<file path="src/rtl/mem_bus_if.sv">
`default_nettype none
// ============================================================================
// Module   : mem_bus_if
// Purpose  : CPU-side request/acknowledge bus between the MIPS data port
//            and mem_bus_ctrl.
// Signals  : cpu_req, mem_w, cpu_address, cpu2bus  (CPU -> controller)
//            bus2cpu, cpu_ack, bus_err             (controller -> CPU)
// Modports : master = CPU side, slave = controller side
// Revision : 1.0 - initial release
// ============================================================================
interface mem_bus_if #(
    parameter int DATA_W = 32
);
    logic              cpu_req;
    logic              mem_w;
    logic [31:0]       cpu_address;
    logic [DATA_W-1:0] cpu2bus;
    logic [DATA_W-1:0] bus2cpu;
    logic              cpu_ack;
    logic              bus_err;

    modport master (
        output cpu_req, mem_w, cpu_address, cpu2bus,
        input  bus2cpu, cpu_ack, bus_err
    );

    modport slave (
        input  cpu_req, mem_w, cpu_address, cpu2bus,
        output bus2cpu, cpu_ack, bus_err
    );
endinterface
`default_nettype wire

</file>
<file path="src/rtl/mem_bus_ctrl.sv">
`default_nettype none
// ============================================================================
// Module   : mem_bus_ctrl
// Purpose  : Registered, handshaked CPU memory bus. Decodes each access by
//            cpu_address[31:28] into data RAM, VRAM or unmapped, drives the
//            selected slave for a per-region number of cycles and returns a
//            one-cycle acknowledge (with bus_err for unmapped addresses).
// Ports    : clk, rst            - clock, synchronous active-high reset
//            cpu (mem_bus_if)    - CPU request/ack bus (slave modport)
//            ram_address/bus2ram/ram2bus/ram_w       - word-wide data RAM
//            vram_address/bus2vram/vram2bus/vram_w   - byte-wide VRAM
// Revision : 1.0 - initial release
// ============================================================================
module mem_bus_ctrl #(
    parameter int         DATA_W   = 32,
    parameter int         RAM_AW   = 12,
    parameter int         VRAM_AW  = 16,
    parameter int         VRAM_DW  = 8,
    parameter logic [3:0] RAM_SEL  = 4'h0,
    parameter logic [3:0] VRAM_SEL = 4'hF,
    parameter int         RAM_LAT  = 1,
    parameter int         VRAM_LAT = 2
) (
    input  wire logic                clk,
    input  wire logic                rst,
    mem_bus_if.slave                 cpu,
    output logic [RAM_AW-1:0]        ram_address,
    output logic [DATA_W-1:0]        bus2ram,
    input  wire logic [DATA_W-1:0]   ram2bus,
    output logic                     ram_w,
    output logic [VRAM_AW-1:0]       vram_address,
    output logic [VRAM_DW-1:0]       bus2vram,
    input  wire logic [VRAM_DW-1:0]  vram2bus,
    output logic                     vram_w
);

    localparam int MAX_LAT = (RAM_LAT > VRAM_LAT) ? RAM_LAT : VRAM_LAT;
    localparam int CNT_W   = $clog2(MAX_LAT + 1);
    // Only the address bits either slave can see are kept in the latch.
    localparam int LATCH_W = (RAM_AW + 2 > VRAM_AW) ? RAM_AW + 2 : VRAM_AW;

    localparam logic [CNT_W-1:0] RAM_CNT_INIT  = CNT_W'(RAM_LAT - 1);
    localparam logic [CNT_W-1:0] VRAM_CNT_INIT = CNT_W'(VRAM_LAT - 1);

    typedef enum logic [1:0] {
        IDLE   = 2'd0,
        ACCESS = 2'd1,
        DONE   = 2'd2
    } state_t;

    typedef enum logic [1:0] {
        REG_NONE = 2'd0,
        REG_RAM  = 2'd1,
        REG_VRAM = 2'd2
    } region_t;

    state_t              state, state_next;
    region_t             region, region_dec;
    logic [LATCH_W-1:0]  addr_q;
    logic [DATA_W-1:0]   data_q;
    logic                write_q;
    logic [CNT_W-1:0]    cnt, cnt_next;
    logic                accept, capture;
    logic                ack_q, ack_next;
    logic                err_q, err_next;
    logic                ram_w_next, vram_w_next;
    logic [DATA_W-1:0]   rdata_q, rdata_sel;

    // Upper address bits between the region field and the latch are
    // architecturally don't-care; fold them so they are visibly consumed.
    logic unused_addr;
    assign unused_addr = ^cpu.cpu_address;

    // RAM is tested first so it wins if both selects are equal.
    always_comb begin
        region_dec = REG_NONE;
        if (cpu.cpu_address[31:28] == RAM_SEL) begin
            region_dec = REG_RAM;
        end else if (cpu.cpu_address[31:28] == VRAM_SEL) begin
            region_dec = REG_VRAM;
        end
    end

    // Write accesses return zero; VRAM reads are zero-extended.
    always_comb begin
        rdata_sel = '0;
        if (!write_q) begin
            case (region)
                REG_RAM:  rdata_sel = ram2bus;
                REG_VRAM: rdata_sel = DATA_W'(vram2bus);
                default:  rdata_sel = '0;
            endcase
        end
    end

    always_comb begin
        state_next  = state;
        cnt_next    = cnt;
        accept      = 1'b0;
        capture     = 1'b0;
        ack_next    = 1'b0;
        err_next    = 1'b0;
        ram_w_next  = 1'b0;
        vram_w_next = 1'b0;
        case (state)
            IDLE: begin
                if (cpu.cpu_req) begin
                    accept = 1'b1;
                    case (region_dec)
                        REG_RAM: begin
                            state_next = ACCESS;
                            cnt_next   = RAM_CNT_INIT;
                            ram_w_next = cpu.mem_w;
                        end
                        REG_VRAM: begin
                            state_next  = ACCESS;
                            cnt_next    = VRAM_CNT_INIT;
                            vram_w_next = cpu.mem_w;
                        end
                        default: begin
                            // Unmapped: skip straight to the acknowledge.
                            state_next = DONE;
                            cnt_next   = '0;
                            ack_next   = 1'b1;
                            err_next   = 1'b1;
                        end
                    endcase
                end
            end
            ACCESS: begin
                if (cnt == '0) begin
                    capture    = 1'b1;
                    state_next = DONE;
                    ack_next   = 1'b1;
                end else begin
                    cnt_next = cnt - 1'b1;
                end
            end
            DONE: begin
                state_next = IDLE;
            end
            default: begin
                state_next = IDLE;
            end
        endcase
    end

    always_ff @(posedge clk) begin
        if (rst) begin
            state   <= IDLE;
            cnt     <= '0;
            region  <= REG_NONE;
            addr_q  <= '0;
            data_q  <= '0;
            write_q <= 1'b0;
            ack_q   <= 1'b0;
            err_q   <= 1'b0;
            ram_w   <= 1'b0;
            vram_w  <= 1'b0;
            rdata_q <= '0;
        end else begin
            state  <= state_next;
            cnt    <= cnt_next;
            ack_q  <= ack_next;
            err_q  <= err_next;
            ram_w  <= ram_w_next;
            vram_w <= vram_w_next;
            if (accept) begin
                region  <= region_dec;
                addr_q  <= cpu.cpu_address[LATCH_W-1:0];
                data_q  <= cpu.cpu2bus;
                write_q <= cpu.mem_w;
                rdata_q <= '0;
            end
            if (capture) begin
                rdata_q <= rdata_sel;
            end
        end
    end

    assign cpu.cpu_ack = ack_q;
    assign cpu.bus_err = err_q;
    assign cpu.bus2cpu = rdata_q;

    // Slave address/data come straight from the latch registers.
    assign ram_address  = addr_q[RAM_AW+1:2];
    assign bus2ram      = data_q;
    assign vram_address = addr_q[VRAM_AW-1:0];
    assign bus2vram     = data_q[VRAM_DW-1:0];

endmodule
`default_nettype wire
</file>
<file path="src/flat_wrapper.sv">
// flat-port wrapper written by rule: the top's interface ports become plain ports
module mem_bus_ctrl_flat 
#(
    parameter int         DATA_W   = 32,
    parameter int         RAM_AW   = 12,
    parameter int         VRAM_AW  = 16,
    parameter int         VRAM_DW  = 8,
    parameter logic [3:0] RAM_SEL  = 4'h0,
    parameter logic [3:0] VRAM_SEL = 4'hF,
    parameter int         RAM_LAT  = 1,
    parameter int         VRAM_LAT = 2
)
  (clk, rst, ram_address, bus2ram, ram2bus, ram_w, vram_address, bus2vram, vram2bus, vram_w, cpu_cpu_req, cpu_mem_w, cpu_cpu_address, cpu_cpu2bus, cpu_bus2cpu, cpu_cpu_ack, cpu_bus_err);
  mem_bus_if #(.DATA_W(DATA_W)) cpu_i ();
  input  wire logic clk;
  input  wire logic rst;
  output logic [RAM_AW-1:0] ram_address;
  output logic [DATA_W-1:0] bus2ram;
  input  wire logic [DATA_W-1:0] ram2bus;
  output logic ram_w;
  output logic [VRAM_AW-1:0] vram_address;
  output logic [VRAM_DW-1:0] bus2vram;
  input  wire logic [VRAM_DW-1:0] vram2bus;
  output logic vram_w;
  input wire logic [$bits(cpu_i.cpu_req)-1:0] cpu_cpu_req;
  input wire logic [$bits(cpu_i.mem_w)-1:0] cpu_mem_w;
  input wire logic [$bits(cpu_i.cpu_address)-1:0] cpu_cpu_address;
  input wire logic [$bits(cpu_i.cpu2bus)-1:0] cpu_cpu2bus;
  output wire logic [$bits(cpu_i.bus2cpu)-1:0] cpu_bus2cpu;
  output wire logic [$bits(cpu_i.cpu_ack)-1:0] cpu_cpu_ack;
  output wire logic [$bits(cpu_i.bus_err)-1:0] cpu_bus_err;
  assign cpu_i.cpu_req = cpu_cpu_req;
  assign cpu_i.mem_w = cpu_mem_w;
  assign cpu_i.cpu_address = cpu_cpu_address;
  assign cpu_i.cpu2bus = cpu_cpu2bus;
  assign cpu_bus2cpu = cpu_i.bus2cpu;
  assign cpu_cpu_ack = cpu_i.cpu_ack;
  assign cpu_bus_err = cpu_i.bus_err;
  mem_bus_ctrl #(.DATA_W(DATA_W), .RAM_AW(RAM_AW), .VRAM_AW(VRAM_AW), .VRAM_DW(VRAM_DW), .RAM_SEL(RAM_SEL), .VRAM_SEL(VRAM_SEL), .RAM_LAT(RAM_LAT), .VRAM_LAT(VRAM_LAT)) u_core (.clk(clk), .rst(rst), .cpu(cpu_i), .ram_address(ram_address), .bus2ram(bus2ram), .ram2bus(ram2bus), .ram_w(ram_w), .vram_address(vram_address), .bus2vram(bus2vram), .vram2bus(vram2bus), .vram_w(vram_w));
endmodule
</file>
<file path="config.mk">
export PLATFORM = sky130hd
export DESIGN_NAME = mem_bus_ctrl_flat
export DESIGN_NICKNAME = d
export VERILOG_FILES = /design/src/rtl/mem_bus_if.sv /design/src/rtl/mem_bus_ctrl.sv /design/src/flat_wrapper.sv
export SDC_FILE = /design/constraint.sdc
export NUM_CORES = 1
export LEC_CHECK = 0
export ABC_AREA = 1
export BUFFER_PORTS_ARGS = -buffer_cell sky130_fd_sc_hd__buf_2
export CAP_MARGIN = 20
export CORE_ASPECT_RATIO = 0.7
export CORE_UTILIZATION = 42
export DETAILED_ROUTE_END_ITERATION = 7
export HOLD_SLACK_MARGIN = 0.05
export PLACE_DENSITY_LB_ADDON = 0.12
export SYNTH_ARGS = -nofsm -noshare
export SYNTH_HDL_FRONTEND = slang
export SYNTH_SLANG_ARGS = --single-unit
export TNS_END_PERCENT = 5
</file>
<file path="constraint.sdc">
create_clock -name clk -period 1.4 [get_ports clk]
set_input_delay 0.14 -clock clk [delete_from_list [all_inputs] [get_ports clk]]
set_output_delay 0.14 -clock clk [all_outputs]
set_load 0.02 [all_outputs]
</file>
; Yosys cells after proc, flatten, opt, wreduce, memory -nomap -nowiden
; Index checks and enable logic that the tools add are counted.
[word_totals]
ff_bits = 91
latchBits = 0
ramBits = 0
mem_bits_ro = 0
out_inout_bits = 104
wordCells = 57
n_memories = 0
[op_classes]
add_sub_neg = 1
mul = 0
div_mod_pow = 0
magnitude_cmp = 0
n_eq_ne = 9
shifts = 0
muxes = 21
bitwise = 4
reduce_logical = 11
[ops]
columns = operator, count
row1 = 32-bit 2-to-1 mux, 3
row2 = 32-bit case mux with 2 select lines, 1
row3 = 2-bit 2-to-1 mux, 7
row4 = 2-bit case mux with 2 select lines, 2
row5 = 4-bit OR reduction, 2
row6 = 1-bit 2-to-1 mux, 7
row7 = "2-bit by 1-bit == test with 1-bit output, second input constant", 3
row8 = "2-bit == test, second input constant", 2
row9 = "4-bit == test, second input constant", 1
row10 = 2-bit logical NOT, 2
row11 = 4-bit logical NOT, 1
row12 = "2-bit != test, second input constant", 2
row13 = 1-bit inverter, 4
row14 = 2-bit nonzero test, 2
row15 = 2-bit OR reduction, 2
row16 = 3-bit AND reduction, 1
row17 = "2-bit by 1-bit != test with 1-bit output, second input constant", 1
row18 = 1-bit case mux with 2 select lines, 1
row19 = 2-bit AND reduction, 1
row20 = "2-bit by 1-bit subtractor with 2-bit output, second input constant", 1

; Depth between registers and ports, before layout
; Gate-level depths: netlist (run 1).
[logic_depth]
word_depth = 8
depth_mapped = 9
depth_no_buf = 8

; Least setup slack after synthesis (run 1)
; Ideal clock, no wire load.
[synth_path]
path_kind = reg-to-reg
from = register u_core.cnt[0]
to = register u_core.rdata_q[15], in the netlist u_core.cpu.bus2cpu[15]
setup_time_ns = 0.066
arrival_ns = 1.163
setup_slack_ns = 0.170
stages_incl_launch_ff = 10
path_buffers = 2
path_cell_list = dfxtp_1 > inv_1 > ha_1 > nand3_2 > buf_6 > nand2_4 > inv_6 > buf_12 > nand2_2 > a21oi_2
[synth_via]
elab_chain_len = 4
[synth_lines]
columns = element, line_no
row1 = start: declaration, mem_bus_ctrl.sv:62  ; logic [CNT_W-1:0] cnt, cnt_next;
row2 = start signal: assignment, mem_bus_ctrl.sv:163  ; cnt <= cnt_next;
row3 = 2-bit logical NOT (*), mem_bus_ctrl.sv:131  ; if (cnt == '0) begin
row4 = 1-bit 2-to-1 mux (*), mem_bus_ctrl.sv:131
row5 = 1-bit 2-to-1 mux (*), mem_bus_ctrl.sv:105  ; case (state)
row6 = 32-bit 2-to-1 mux / 2-bit nonzero test (equally long branches), -
row7 = end signal: assignment, mem_bus_ctrl.sv:176  ; rdata_q <= rdata_sel;
row8 = end: declaration, mem_bus_ctrl.sv:67  ; logic [DATA_W-1:0] rdata_q, rdata_sel;
; Every way passes the cells marked *; elsewhere a longest branch is shown, timed or not.
; A chain may end at the register's enable or synchronous reset.

; Worst setup path in the final report (run 1)
[layout_path]
from = register u_core.region[0]
to = register u_core.rdata_q[5], in the netlist u_core.cpu.bus2cpu[5]
[layout_via]
elab_chain_len = 4
[layout_lines]
columns = element, line_no
row1 = start: declaration, mem_bus_ctrl.sv:58  ; region_t region, region_dec;
row2 = start signal: assignment, mem_bus_ctrl.sv:169  ; region <= region_dec;
row3 = 2-bit == test / 2-bit by 1-bit == test with 1-bit output (equally long branches), mem_bus_ctrl.sv:88  ; case (region)
row4 = 32-bit case mux with 2 select lines (*), mem_bus_ctrl.sv:88
row5 = 32-bit 2-to-1 mux (*), mem_bus_ctrl.sv:87  ; if (!write_q) begin
row6 = 32-bit 2-to-1 mux (*), mem_bus_ctrl.sv:175  ; if (capture) begin
; Marked as above.

==> summary by stage, run 1 <==
Die
The floorplan step set the die height to 81.92 um. The total die area is 9517 sq um. The die span in x is 116.2 um.

The standard-cell row count is 28. The floorplan step defined a core boundary enclosing 8653 sq um. Once the floorplan was initialized, standard cells occupied 44.29% of the core. The I/O pin count is 212.

Synth
The count of unique library cells instantiated by Yosys is 24. After synthesis the cells add up to 3832 sq um. The synthesized area per cell is 7.342 sq um. The largest area contributor in the netlist is sky130_fd_sc_hd__dfxtp_1. In the synthesized netlist the dominant register cell turns out to be sky130_fd_sc_hd__dfxtp_1. The top cell type by area accounts for 47.54% of the synthesized area. Sequential elements use 47.54% of the synthesized area. The number of register bits inferred by synthesis is 91. The number of warnings issued by yosys is 0. The most frequent cell after synthesis is sky130_fd_sc_hd__nor2_1. After synthesis, the share of flip-flops with an asynchronous set or reset is 0%.

Counting flops with a built-in enable in the synthesized netlist gives 0. Ranked by instance count, the synthesized netlist is headed by 128 x sky130_fd_sc_hd__nor2_1, 104 x sky130_fd_sc_hd__nand2_1, 91 x sky130_fd_sc_hd__dfxtp_1. Yosys attributes the largest share of cell area to sky130_fd_sc_hd__dfxtp_1 48%, sky130_fd_sc_hd__nor2_1 13%, sky130_fd_sc_hd__nand2_1 10%. The net count after synthesis is 633.

The synthesized netlist cell count is 522.

Global routing
The number of global-route vias before repair is 3367. Global routing used 20.84% of the available tracks across all layers. The first-pass GRT wire length is 15350 um. The global-route congestion overflow total is 0. The largest net degree at the start of global routing is 43. The initial antenna violation count is 0.

Setup path
The data arrival time of the worst path is 1.57 ns. The category of the worst setup path launch point is a flip-flop. The nature of the critical path endpoint is a flip-flop.

The top fanout value on the critical path is 8. The type of the worst setup path is flip-flop to flip-flop. For the worst setup path, the data required time is 1.66 ns.

Timing
The time the final worst path needs with I/O delays and setup is 1.308 ns. Measured against its own limit, the worst slew margin works out to 78.77%. The number of hold violations in the final report is 0. The setup slack of the critical path after layout is 0.09193 ns.

The setup TNS is 0 ns. Final hold analysis gives a worst-case slack of 0.06401 ns. The worst path uses 93.43% of the clock period. For the pin with the worst max-slew slack, the measured transition is 0.3184 ns. Static timing analysis puts the maximum clock frequency at 764.5 MHz. The number of max-slew violations in the final report is 0. The clock arrives with 0.003071 ns of skew. The final-report setup violation count is 0.

Clock tree
The level count of the clock H-tree is 3. Clock tree synthesis found a total of 91 sinks. The root buffer cell is sky130_fd_sc_hd__clkbuf_16. Buffers added to address setup during post-CTS repair amount to 0.

Clock tree synthesis inserted a total of 9 buffers. The clock edge transition at the registers on the reported setup and hold paths is 0.06 ns. TritonCTS built the clock tree. The clock tree buffer depth is 2. The later pin in the worst-skew pair is clocked with a latency of 0.33 ns.

Power and ir drop
The completed layout was analyzed and its total power is 6.017 mW. Dividing total power by cell area gives a power density of 1177 nW/um^2. The worst supply voltage drop on vdd is 0.0005601 V. The static leakage is 2.460 nW.

Layout
Of the cells placed in the final design, the portion with a size suffix greater than 1 is 36.60%. The filler cell count is 833. The area growth from synthesis to final layout is 33.37%.

At the end of the flow, the number of nets in the layout was 805. The final standard cell count with taps included and fillers excluded is 814. The number of antenna diodes is 0.

The finished cells cover 5111 sq um. Once layout is complete, the utilization of the core stands at 59.07%.

Drt
The detailed router finished its first iteration with 208 violations. Before antenna repair, the detailed router went through 4 iterations. Summed over all layers, the routed wires come to 9985 um.

After detailed routing, the number of vias per cell comes to 4.688. The total DRC errors in the routed layout is 0. Summing over every cut layer, the via total after detailed routing is 3816. The final routed wire length divided by cell count is 12.27 um.

The detail route stage leaves a number of antenna-violating nets equal to 0.

Place
The placed wire-length estimate after detailed placement is 7193 um. The placed instances occupy a cell area of 4803 sq um. The port buffer count is 199. In this run, placement finished with an instance count of 802.

Prior to clock tree synthesis, the placed netlist has a worst setup slack of 0.03817 ns. The global placement routability congestion is 0.7622.

Status
The run finished with clean final reports.

Job
The count of max-cap constraint violations is 0.

Hold path
The worst min-delay path category is input pin to flip-flop.
==> kinds of logic after synthesis <==
family / after synthesis / synth area share [%]
simple gates: 261 / 27.36
compound gates: 96 / 13.61
flops: 91 / 47.54
buf+inv: 71 / 10.51
fa+ha+maj: 3 / 0.9795
==> cells in the final DEF, fill, tap and decap left out, drive strengths merged <==
master    n
clkbuf   11
o21ai    52
a21oi    44
bufinv    1
nor3      3
ha        3
buf     213
dfxtp    91
nor2    130
inv      18
nand3    12
nand2   116
==> sequential cells by signal (all words and copies together) (netlist names) <==
name	cells
u_core.cpu.cpu_ack	1
u_core.state	2
u_core.write_q	1
u_core.vram_address	16
u_core.cpu.bus2cpu	32
u_core.vram_w	1
u_core.region	2
u_core.cpu.bus_err	1
u_core.bus2ram	32
u_core.ram_w	1
u_core.cnt	2
==> report_power, final <==
group | switching (mW) | total (mW) | leakage [nW] | internal (mW)
sequential | 0.0800 | 2.81 | 0.746 | 2.73
combinational | 0.632 | 1.00 | 1.59 | 0.369
clock | 0.873 | 2.21 | 0.126 | 1.33
==> per-layer routing <==
| metal | global-route usage [%] | vias to the layer above | wire length, um |
|---|---|---|---|
| met1 | 25.61 | 1698 | 4490 |
| li1 | - | 1958 | - |
| met4 | 7.051 | 0 | 160 |
| met3 | 6.199 | 16 | 739 |
| met5 | 0 | - | 0 |
| met2 | 35.00 | 144 | 4595 |
==> critical path, stage by stage, from the launching register on <==
cell	delay (ns)
sky130_fd_sc_hd__dfxtp_1	0.37
sky130_fd_sc_hd__inv_1	0.06
sky130_fd_sc_hd__ha_1	0.41
sky130_fd_sc_hd__a21oi_1	0.19
sky130_fd_sc_hd__nand2_1	0.08
sky130_fd_sc_hd__a21oi_1	0.13
==> repair_timing <==
| action | CTS | global route |
|---|---|---|
| setup endpoints to repair | 1 | 26 |
| gates resized for setup | 2 | 5 |
| gates cloned | 0 | 1 |
| hold buffers | 0 | 0 |
==> cell type report <==
| class | count | area, sq um | share of cell area (%) |
|---|---|---|---|
| Sequential cell | 91 | 1822 | 35.64 |
| Multi-Input combinational cell | 360 | 1623 | 31.75 |
| Timing Repair Buffer | 214 | 1180 | 23.08 |
| Clock buffer | 10 | 229.0 | 4.480 |
| Tap cell | 120 | 150.1 | 2.938 |
| Inverter | 18 | 77.57 | 1.518 |
| Clock inverter | 1 | 30.03 | 0.5875 |
==> final timing paths <==
kind	from	endpoint	slack, ns	cells past startpoint
max	u_core.region[0]$_SDFFE_PP0P_	u_core.cpu.bus2cpu[5]$_SDFFE_PP0P_	0.09	5
min	cpu_cpu_address[3]	u_core.vram_address[3]$_SDFFE_PP0P_	0.06	3
max reg2reg	u_core.region[0]$_SDFFE_PP0P_	u_core.cpu.bus2cpu[5]$_SDFFE_PP0P_	0.09	5
min reg2reg	u_core.cpu.bus2cpu[12]$_SDFFE_PP0P_	u_core.cpu.bus2cpu[12]$_SDFFE_PP0P_	0.46	2
Note: power is estimated with default switching activity, not from simulation.
==> run 2, diff against run 1 <==
--- a/config.mk
+++ b/config.mk
@@ -11,8 +11,9 @@
 export CORE_ASPECT_RATIO = 0.7
 export CORE_UTILIZATION = 42
 export DETAILED_ROUTE_END_ITERATION = 7
+export GPL_ROUTABILITY_DRIVEN = 1
 export HOLD_SLACK_MARGIN = 0.05
-export PLACE_DENSITY_LB_ADDON = 0.12
+export PLACE_DENSITY = 0.83
 export SYNTH_ARGS = -nofsm -noshare
 export SYNTH_HDL_FRONTEND = slang
 export SYNTH_SLANG_ARGS = --single-unit
==> summary by stage, run 2 (synthesis results as in run 1) <==
Timing
The number of max-slew violations in the final report is 0 (unchanged). The transition time at the pin with the least slew margin was 0.4455 ns (+0.1271 ns). The final-report setup violation count came to 0 (unchanged). The time the final worst path needs with I/O delays and setup is 1.354 ns (+0.04625 ns).

The clock skew is 0.003235 ns (+0.0001640 ns). The number of hold violations in the final report is 0 (unchanged). Setup repair after global routing could not meet its margin everywhere.

The highest clock rate is 738.4 MHz (-3.4%). The setup slack of the critical path after layout is 0.04567 ns (-0.04625 ns). The final hold slack came to 0.05962 ns (-0.004396 ns). The relative slew slack is 70.30% (-8.5 points).

The fraction of the cycle the final worst path needs is 96.74% (+3.3 points).

Die
The total die area came to 9517 sq um (unchanged). The vertical die dimension is 81.92 um (unchanged). The die span in x is 116.2 um (unchanged).

The I/O pin count is 212 (unchanged). The initial standard-cell utilization of the core was 44.29% (unchanged). The standard-cell row count is 28 (unchanged). The placeable core region is 8653 sq um (unchanged).

Place
The worst slack at placement is 0.05551 ns (+0.01734 ns). The placed instance count is 797 (-0.62%). The global placement routability congestion was 0.7369 (-3.3%). The port buffer count was 199 (unchanged). The placed wire-length estimate after detailed placement is 6898 um (-4.1%).

Global routing
The first-pass GRT wire length is 14860 um (-3.1%). The total global routing track utilization is 19.95% (-0.88 points). The initial antenna violation count came to 0 (unchanged). The global-route congestion overflow total is 0 (unchanged). The number of global-route vias before repair was 3346 (-0.62%). The largest net degree at the start of global routing is 49 (+14%).

Layout
The number of nets in the layout was 805 (unchanged). The multi-input logic area is 1608 sq um (-0.93%). The number of antenna diodes is 0 (unchanged). The final standard cell count with taps included and fillers excluded is 819 (+0.61%).

The leading cell type in the layout, fill and taps excluded is sky130_fd_sc_hd__buf_2. The share of post-route cells with drive strength above 1 is 36.05% (-0.55 points). The area growth from synthesis to final layout is 33.69%.

In the layout the commonest cells are 199 x sky130_fd_sc_hd__buf_2, 128 x sky130_fd_sc_hd__nor2_1, 104 x sky130_fd_sc_hd__nand2_1, 91 x sky130_fd_sc_hd__dfxtp_1, 52 x sky130_fd_sc_hd__o21ai_0. The area occupied by registers was 1822 sq um (unchanged). The core utilization of the finished layout was 59.21% (+0.14 points). The filler cell count is 775 (-7.0%).

Clock tree
The level count of the clock H-tree came to 3 (unchanged). The root buffer cell is sky130_fd_sc_hd__clkbuf_16. The sink count of the clock tree is 91 (unchanged). The clock edge transition at the registers on the reported setup and hold paths came to 0.06 ns (about the same).

TritonCTS built the clock tree. The clock tree buffer depth is 2 (unchanged). The clock latency on the worst-skew pair is 0.33 ns (about the same). The post-CTS setup buffer count is 0 (unchanged).

The total CTS buffers is 9 (unchanged).

Drt
The routed via count is 3831 (+0.39%). The length of the first detailed-routing pass in iterations is 4 (unchanged). The remaining number of nets flagged by the antenna check after routing is 0 (unchanged). The initial detailed-routing violation count is 160 (-23%). The detail-routed via count per cell is 4.678 (-0.22%). The final routed wire length divided by cell count is 11.84 um (-3.5%). The total DRC errors in the routed layout was 0 (unchanged). The routed wire length is 9696 um (-2.9%).

Setup path
Counting stages on the worst path, the most repeated cell is sky130_fd_sc_hd__inv_1. The top fanout value on the critical path is 24 (+16). The data arrival time of the worst path is 1.61 ns (+0.04 ns). The critical path in this run is classified as flip-flop to flip-flop. The stage delay of the slowest cell on the critical path was 0.30 ns (-0.11 ns). The slowest cell on the critical path is sky130_fd_sc_hd__dfxtp_1. The required time of the critical path is 1.66 ns (about the same). The category of the worst setup path launch point is a flip-flop. The top cell family by delay on the critical path is buffers and inverters. STA classifies the critical path endpoint as a flip-flop. The critical path goes through inv_1 -> ha_1 -> nand3_2 -> inv_1 -> buf_12 -> nand2_1 -> a21oi_1. The count of buffer and inverter cells on the critical path is 3 (+2).

Job
The count of max-cap constraint violations is 0 (unchanged).

Status
The flow ran to the end, and the final reports show no timing, DRC or antenna violations.

Power and ir drop
The worst supply voltage drop on vdd is 0.0007084 V (+26%). The sum of internal, switching and leakage power was 6.162 mW (+2.4%). The power density of the placed cells is 1203 nW/um^2 (+2.2%).

The static leakage was 2.466 nW (+0.26%).

Hold path
The worst min-delay path category is input pin to flip-flop.
## run 2: path summary, 6_finish.rpt
check	startpoint	end	slack [ns]	cells past startpoint
hold reg to reg	u_core.cpu.bus2cpu[28]$_SDFFE_PP0P_	u_core.cpu.bus2cpu[28]$_SDFFE_PP0P_	0.46	2
hold / removal	cpu_cpu_address[0]	u_core.vram_address[0]$_SDFFE_PP0P_	0.06	3
setup / recovery	u_core.cnt[0]$_SDFFE_PP0P_	u_core.cpu.bus2cpu[27]$_SDFFE_PP0P_	0.05	7
setup reg to reg	u_core.cnt[0]$_SDFFE_PP0P_	u_core.cpu.bus2cpu[27]$_SDFFE_PP0P_	0.05	7
## run 2: layout make-up
type / instances / area share (%)
Clock inverter: 7 / 1.343
Multi-Input combinational cell: 360 / 31.38
Clock buffer: 9 / 4.396
Timing Repair Buffer: 214 / 22.98
Sequential cell: 91 / 35.56
Tap cell: 120 / 2.930
Inverter: 18 / 1.416
## run 2: metal layers
metal | wire (um) | share of wire (%) | up-vias | global-route usage [%]
met5 | 0 | 0 | - | 0
met4 | 111 | 1.1 | 0 | 7.179
met3 | 551 | 5.7 | 13 | 4.871
met2 | 4889 | 50 | 136 | 37.44
met1 | 4144 | 43 | 1720 | 22.03
li1 | - | - | 1962 | -
## run 2: worst reg2reg max path, stage by stage (launching register included)
cell and delay [ns]:
sky130_fd_sc_hd__dfxtp_1 0.30, sky130_fd_sc_hd__inv_1 0.08, sky130_fd_sc_hd__ha_1 0.19, sky130_fd_sc_hd__nand3_2 0.15, sky130_fd_sc_hd__inv_1 0.15, sky130_fd_sc_hd__buf_12 0.17, sky130_fd_sc_hd__nand2_1 0.07, sky130_fd_sc_hd__a21oi_1 0.17
## run 2: where the power goes
| group | internal (mW) | switching (mW) |
|---|---|---|
| logic | 0.361 | 0.632 |
| clock network | 1.38 | 0.986 |
| registers | 2.73 | 0.0784 |
| total | 4.47 | 1.70 |
## run 2: what timing repair did
item                                   CTS  global route
gates resized for setup                  0             1
hold buffers                             6             0
setup endpoints to repair                0            78
endpoints found under the hold margin    6             0
## run 2: stage by stage
step / cell area (sq um) / setup TNS, ns
2_1_floorplan: 3832 / 0
3_3_place_gp: 4766 / 0
3_5_place_dp: 4766 / 0
4_1_cts: 5120 / 0
5_1_grt: 5124 / -1.212
6_report: 5124 / 0
==> run 3, diff against run 2 <==
--- a/config.mk
+++ b/config.mk
@@ -9,11 +9,11 @@
 export BUFFER_PORTS_ARGS = -buffer_cell sky130_fd_sc_hd__buf_2
 export CAP_MARGIN = 20
 export CORE_ASPECT_RATIO = 0.7
-export CORE_UTILIZATION = 42
+export CORE_UTILIZATION = 35
 export DETAILED_ROUTE_END_ITERATION = 7
 export GPL_ROUTABILITY_DRIVEN = 1
 export HOLD_SLACK_MARGIN = 0.05
-export PLACE_DENSITY = 0.83
+export PLACE_DENSITY = 0.73
 export SYNTH_ARGS = -nofsm -noshare
 export SYNTH_HDL_FRONTEND = slang
 export SYNTH_SLANG_ARGS = --single-unit
==> summary by stage, run 3 (synthesis results as in run 1) <==
Timing
Setup repair after global routing left no endpoint under its margin. The clock skew is 0.003598 ns (+0.0003634 ns). The final-report setup violation count is 0 (unchanged).

The number of hold violations in the final report is 0 (unchanged). The highest clock rate is 791.2 MHz (+7.1%). The time the final worst path needs with I/O delays and setup came to 1.264 ns (-0.09036 ns). The setup slack of the critical path after layout is 0.1360 ns (+0.09036 ns). The setup TNS came to 0 ns (unchanged). The fraction of the cycle the final worst path needs was 90.28% (-6.5 points). The transition time at the pin with the least slew margin was 0.4636 ns (+0.01814 ns). The number of max-slew violations in the final report was 0 (unchanged). The relative slew slack came to 69.09% (-1.2 points).

Layout
Relative to the synthesized area, the layout overhead comes to 43.16%. The number of nets in the layout is 829 (+3.0%). The total non-filler cell area in the finished layout was 5487 sq um (+7.1%). The number of antenna diodes is 0 (unchanged). The core utilization of the finished layout is 52.20% (-7.0 points). The share of post-route cells with drive strength above 1 came to 35.41% (-0.64 points).

The leading cell type in the layout, fill and taps excluded is sky130_fd_sc_hd__buf_2. In the layout the commonest cells are 199 x sky130_fd_sc_hd__buf_2, 128 x sky130_fd_sc_hd__nor2_1, 104 x sky130_fd_sc_hd__nand2_1, 91 x sky130_fd_sc_hd__dfxtp_1, 52 x sky130_fd_sc_hd__o21ai_0. The final standard cell count with taps included and fillers excluded is 871 (+6.3%).

Power and ir drop
The power dissipated by switching net loads is 1.719 mW (+1.4%). The worst supply voltage drop on vdd is 0.0005395 V (-24%). The switching share of power is 25.81% (-1.7 points). The total internal power was 4.943 mW (+11%).

The power density of the placed cells is 1214 nW/um^2 (+0.97%). The static leakage is 2.601 nW (+5.5%). The share of total power in sequential cells was 42.1% (-3.5 points). The part of the power in the clock network came to 41.9% (+3.6 points).

The combinational fraction of design power is 16.0% (about the same).

Drt
The initial detailed-routing violation count came to 156 (-2.5%). The final routed wire length divided by cell count is 11.74 um (-0.87%). The length of the first detailed-routing pass in iterations is 4 (unchanged). The remaining number of nets flagged by the antenna check after routing was 0 (unchanged).

The total DRC errors in the routed layout came to 0 (unchanged). The detail-routed via count per cell is 4.429 (-5.3%). The routed via count came to 3858 (+0.70%). The routed wire length is 10220 um (+5.4%).

Die
The die span in x is 127.1 um (+9.4%). The standard-cell row count is 31 (+11%). The total die area is 11380 sq um (+20%). The initial standard-cell utilization of the core is 36.46% (-7.8 points).

The vertical die dimension was 89.55 um (+9.3%). The placeable core region was 10510 sq um (+21%). The I/O pin count came to 212 (unchanged).

Global routing
The number of global-route vias before repair is 3395 (+1.5%). The first-pass GRT wire length is 15700 um (+5.7%). The total global routing track utilization came to 17.45% (-2.5 points). The largest net degree at the start of global routing came to 38 (-22%). The initial antenna violation count was 0 (unchanged). The global-route congestion overflow total came to 0 (unchanged).

Clock tree
The sink count of the clock tree was 91 (unchanged). The level count of the clock H-tree is 3 (unchanged). The clock tree from TritonCTS is yes. The root buffer cell chosen for the clock tree is sky130_fd_sc_hd__clkbuf_16. The clock latency on the worst-skew pair is 0.33 ns (about the same).

The post-CTS setup buffer count is 0 (unchanged). The total CTS buffers came to 9 (unchanged). The clock tree buffer depth was 2 (unchanged). The clock edge transition at the registers on the reported setup and hold paths was 0.06 ns (about the same).

Job
The count of max-cap constraint violations is 0 (unchanged).

Setup path
The top fanout value on the critical path is 32 (+33%). The required time of the critical path is 1.66 ns (about the same). The worst setup path is of the flip-flop to flip-flop kind. The category of the worst setup path launch point is a flip-flop. The data arrival time of the worst path is 1.52 ns (-0.09 ns). The worst setup path is captured at a flip-flop.

Status
The run finished with clean final reports.

Place
The placed instance count is 827 (+3.8%). The worst slack at placement came to 0.09091 ns (+0.03539 ns). The port buffer count is 199 (unchanged). The standard cell area after detailed placement is 4828 sq um (+1.3%). The global placement routability congestion is 0.7316 (-0.72%). The placed wire-length estimate after detailed placement came to 6761 um (-2.0%).

Hold path
The tightest min-delay check is of the input pin to flip-flop type.
==> run 3: final cells by class <==
cell class / instances / area (sq um)
well taps: 148 / 185.2
inverters: 18 / 75.07
clock buffers: 10 / 239.0
fillers: 1054 / 5025
clock inverters: 6 / 111.4
repair buffers: 238 / 1421
multi-input cells: 360 / 1633
flip-flops and latches: 91 / 1822
==> run 3: final timing paths <==
path | to | from | slack (ns) | depth (start not counted)
max reg2reg | u_core.cpu.bus2cpu[2]$_SDFFE_PP0P_ | u_core.region[1]$_SDFFE_PP0P_ | 0.14 | 7
min | u_core.vram_address[9]$_SDFFE_PP0P_ | cpu_cpu_address[9] | 0.06 | 3
min reg2reg | u_core.cpu.bus2cpu[10]$_SDFFE_PP0P_ | u_core.cpu.bus2cpu[10]$_SDFFE_PP0P_ | 0.46 | 2
max | u_core.cpu.bus2cpu[2]$_SDFFE_PP0P_ | u_core.region[1]$_SDFFE_PP0P_ | 0.14 | 7
==> run 3: per-layer routing <==
layer,GRT usage [%],wire (um)
met2,30.92,4846
met4,5.195,91
met5,0,0
met1,20.75,4750
met3,5.147,533
==> run 3: stage by stage <==
step / power [mW] / hold WS [ns]
after floorplan: 3.533 / 0.3033
after global placement: 3.848 / 0.3909
after detailed placement: 3.857 / 0.3967
after CTS: 6.759 / 0.05016
after global routing: 6.972 / 0.05780
final: 6.663 / 0.06396
==> run 3: power by group through the flow <==
| stage | Clock, mW | Combinational, mW | Sequential (mW) |
|---|---|---|---|
| after CTS | 2.90 | 1.06 | 2.80 |
| after floorplan | 0 | 0.512 | 3.02 |
| after detailed placement | 0 | 0.997 | 2.86 |
| after global placement | 0 | 0.990 | 2.86 |
| final | 2.79 | 1.07 | 2.80 |
| after global routing | 2.98 | 1.17 | 2.82 |
==> run 3: critical path: stages, from the launching register on <==
cell and delay (ns):
sky130_fd_sc_hd__dfxtp_1 0.33, sky130_fd_sc_hd__inv_1 0.06, sky130_fd_sc_hd__ha_1 0.18, sky130_fd_sc_hd__buf_12 0.19, sky130_fd_sc_hd__nand2_1 0.07, sky130_fd_sc_hd__a21oi_1 0.15
sky130_fd_sc_hd__nand2_1 0.07, sky130_fd_sc_hd__a21oi_1 0.14
==> run 3: timing repair <==
| action | in CTS | in global routing |
|---|---|---|
| resized for setup | 0 | 6 |
| hold endpoints to repair | 28 | 0 |
| hold buffers | 28 | 0 |
| endpoints found under the setup margin | 0 | 32 |
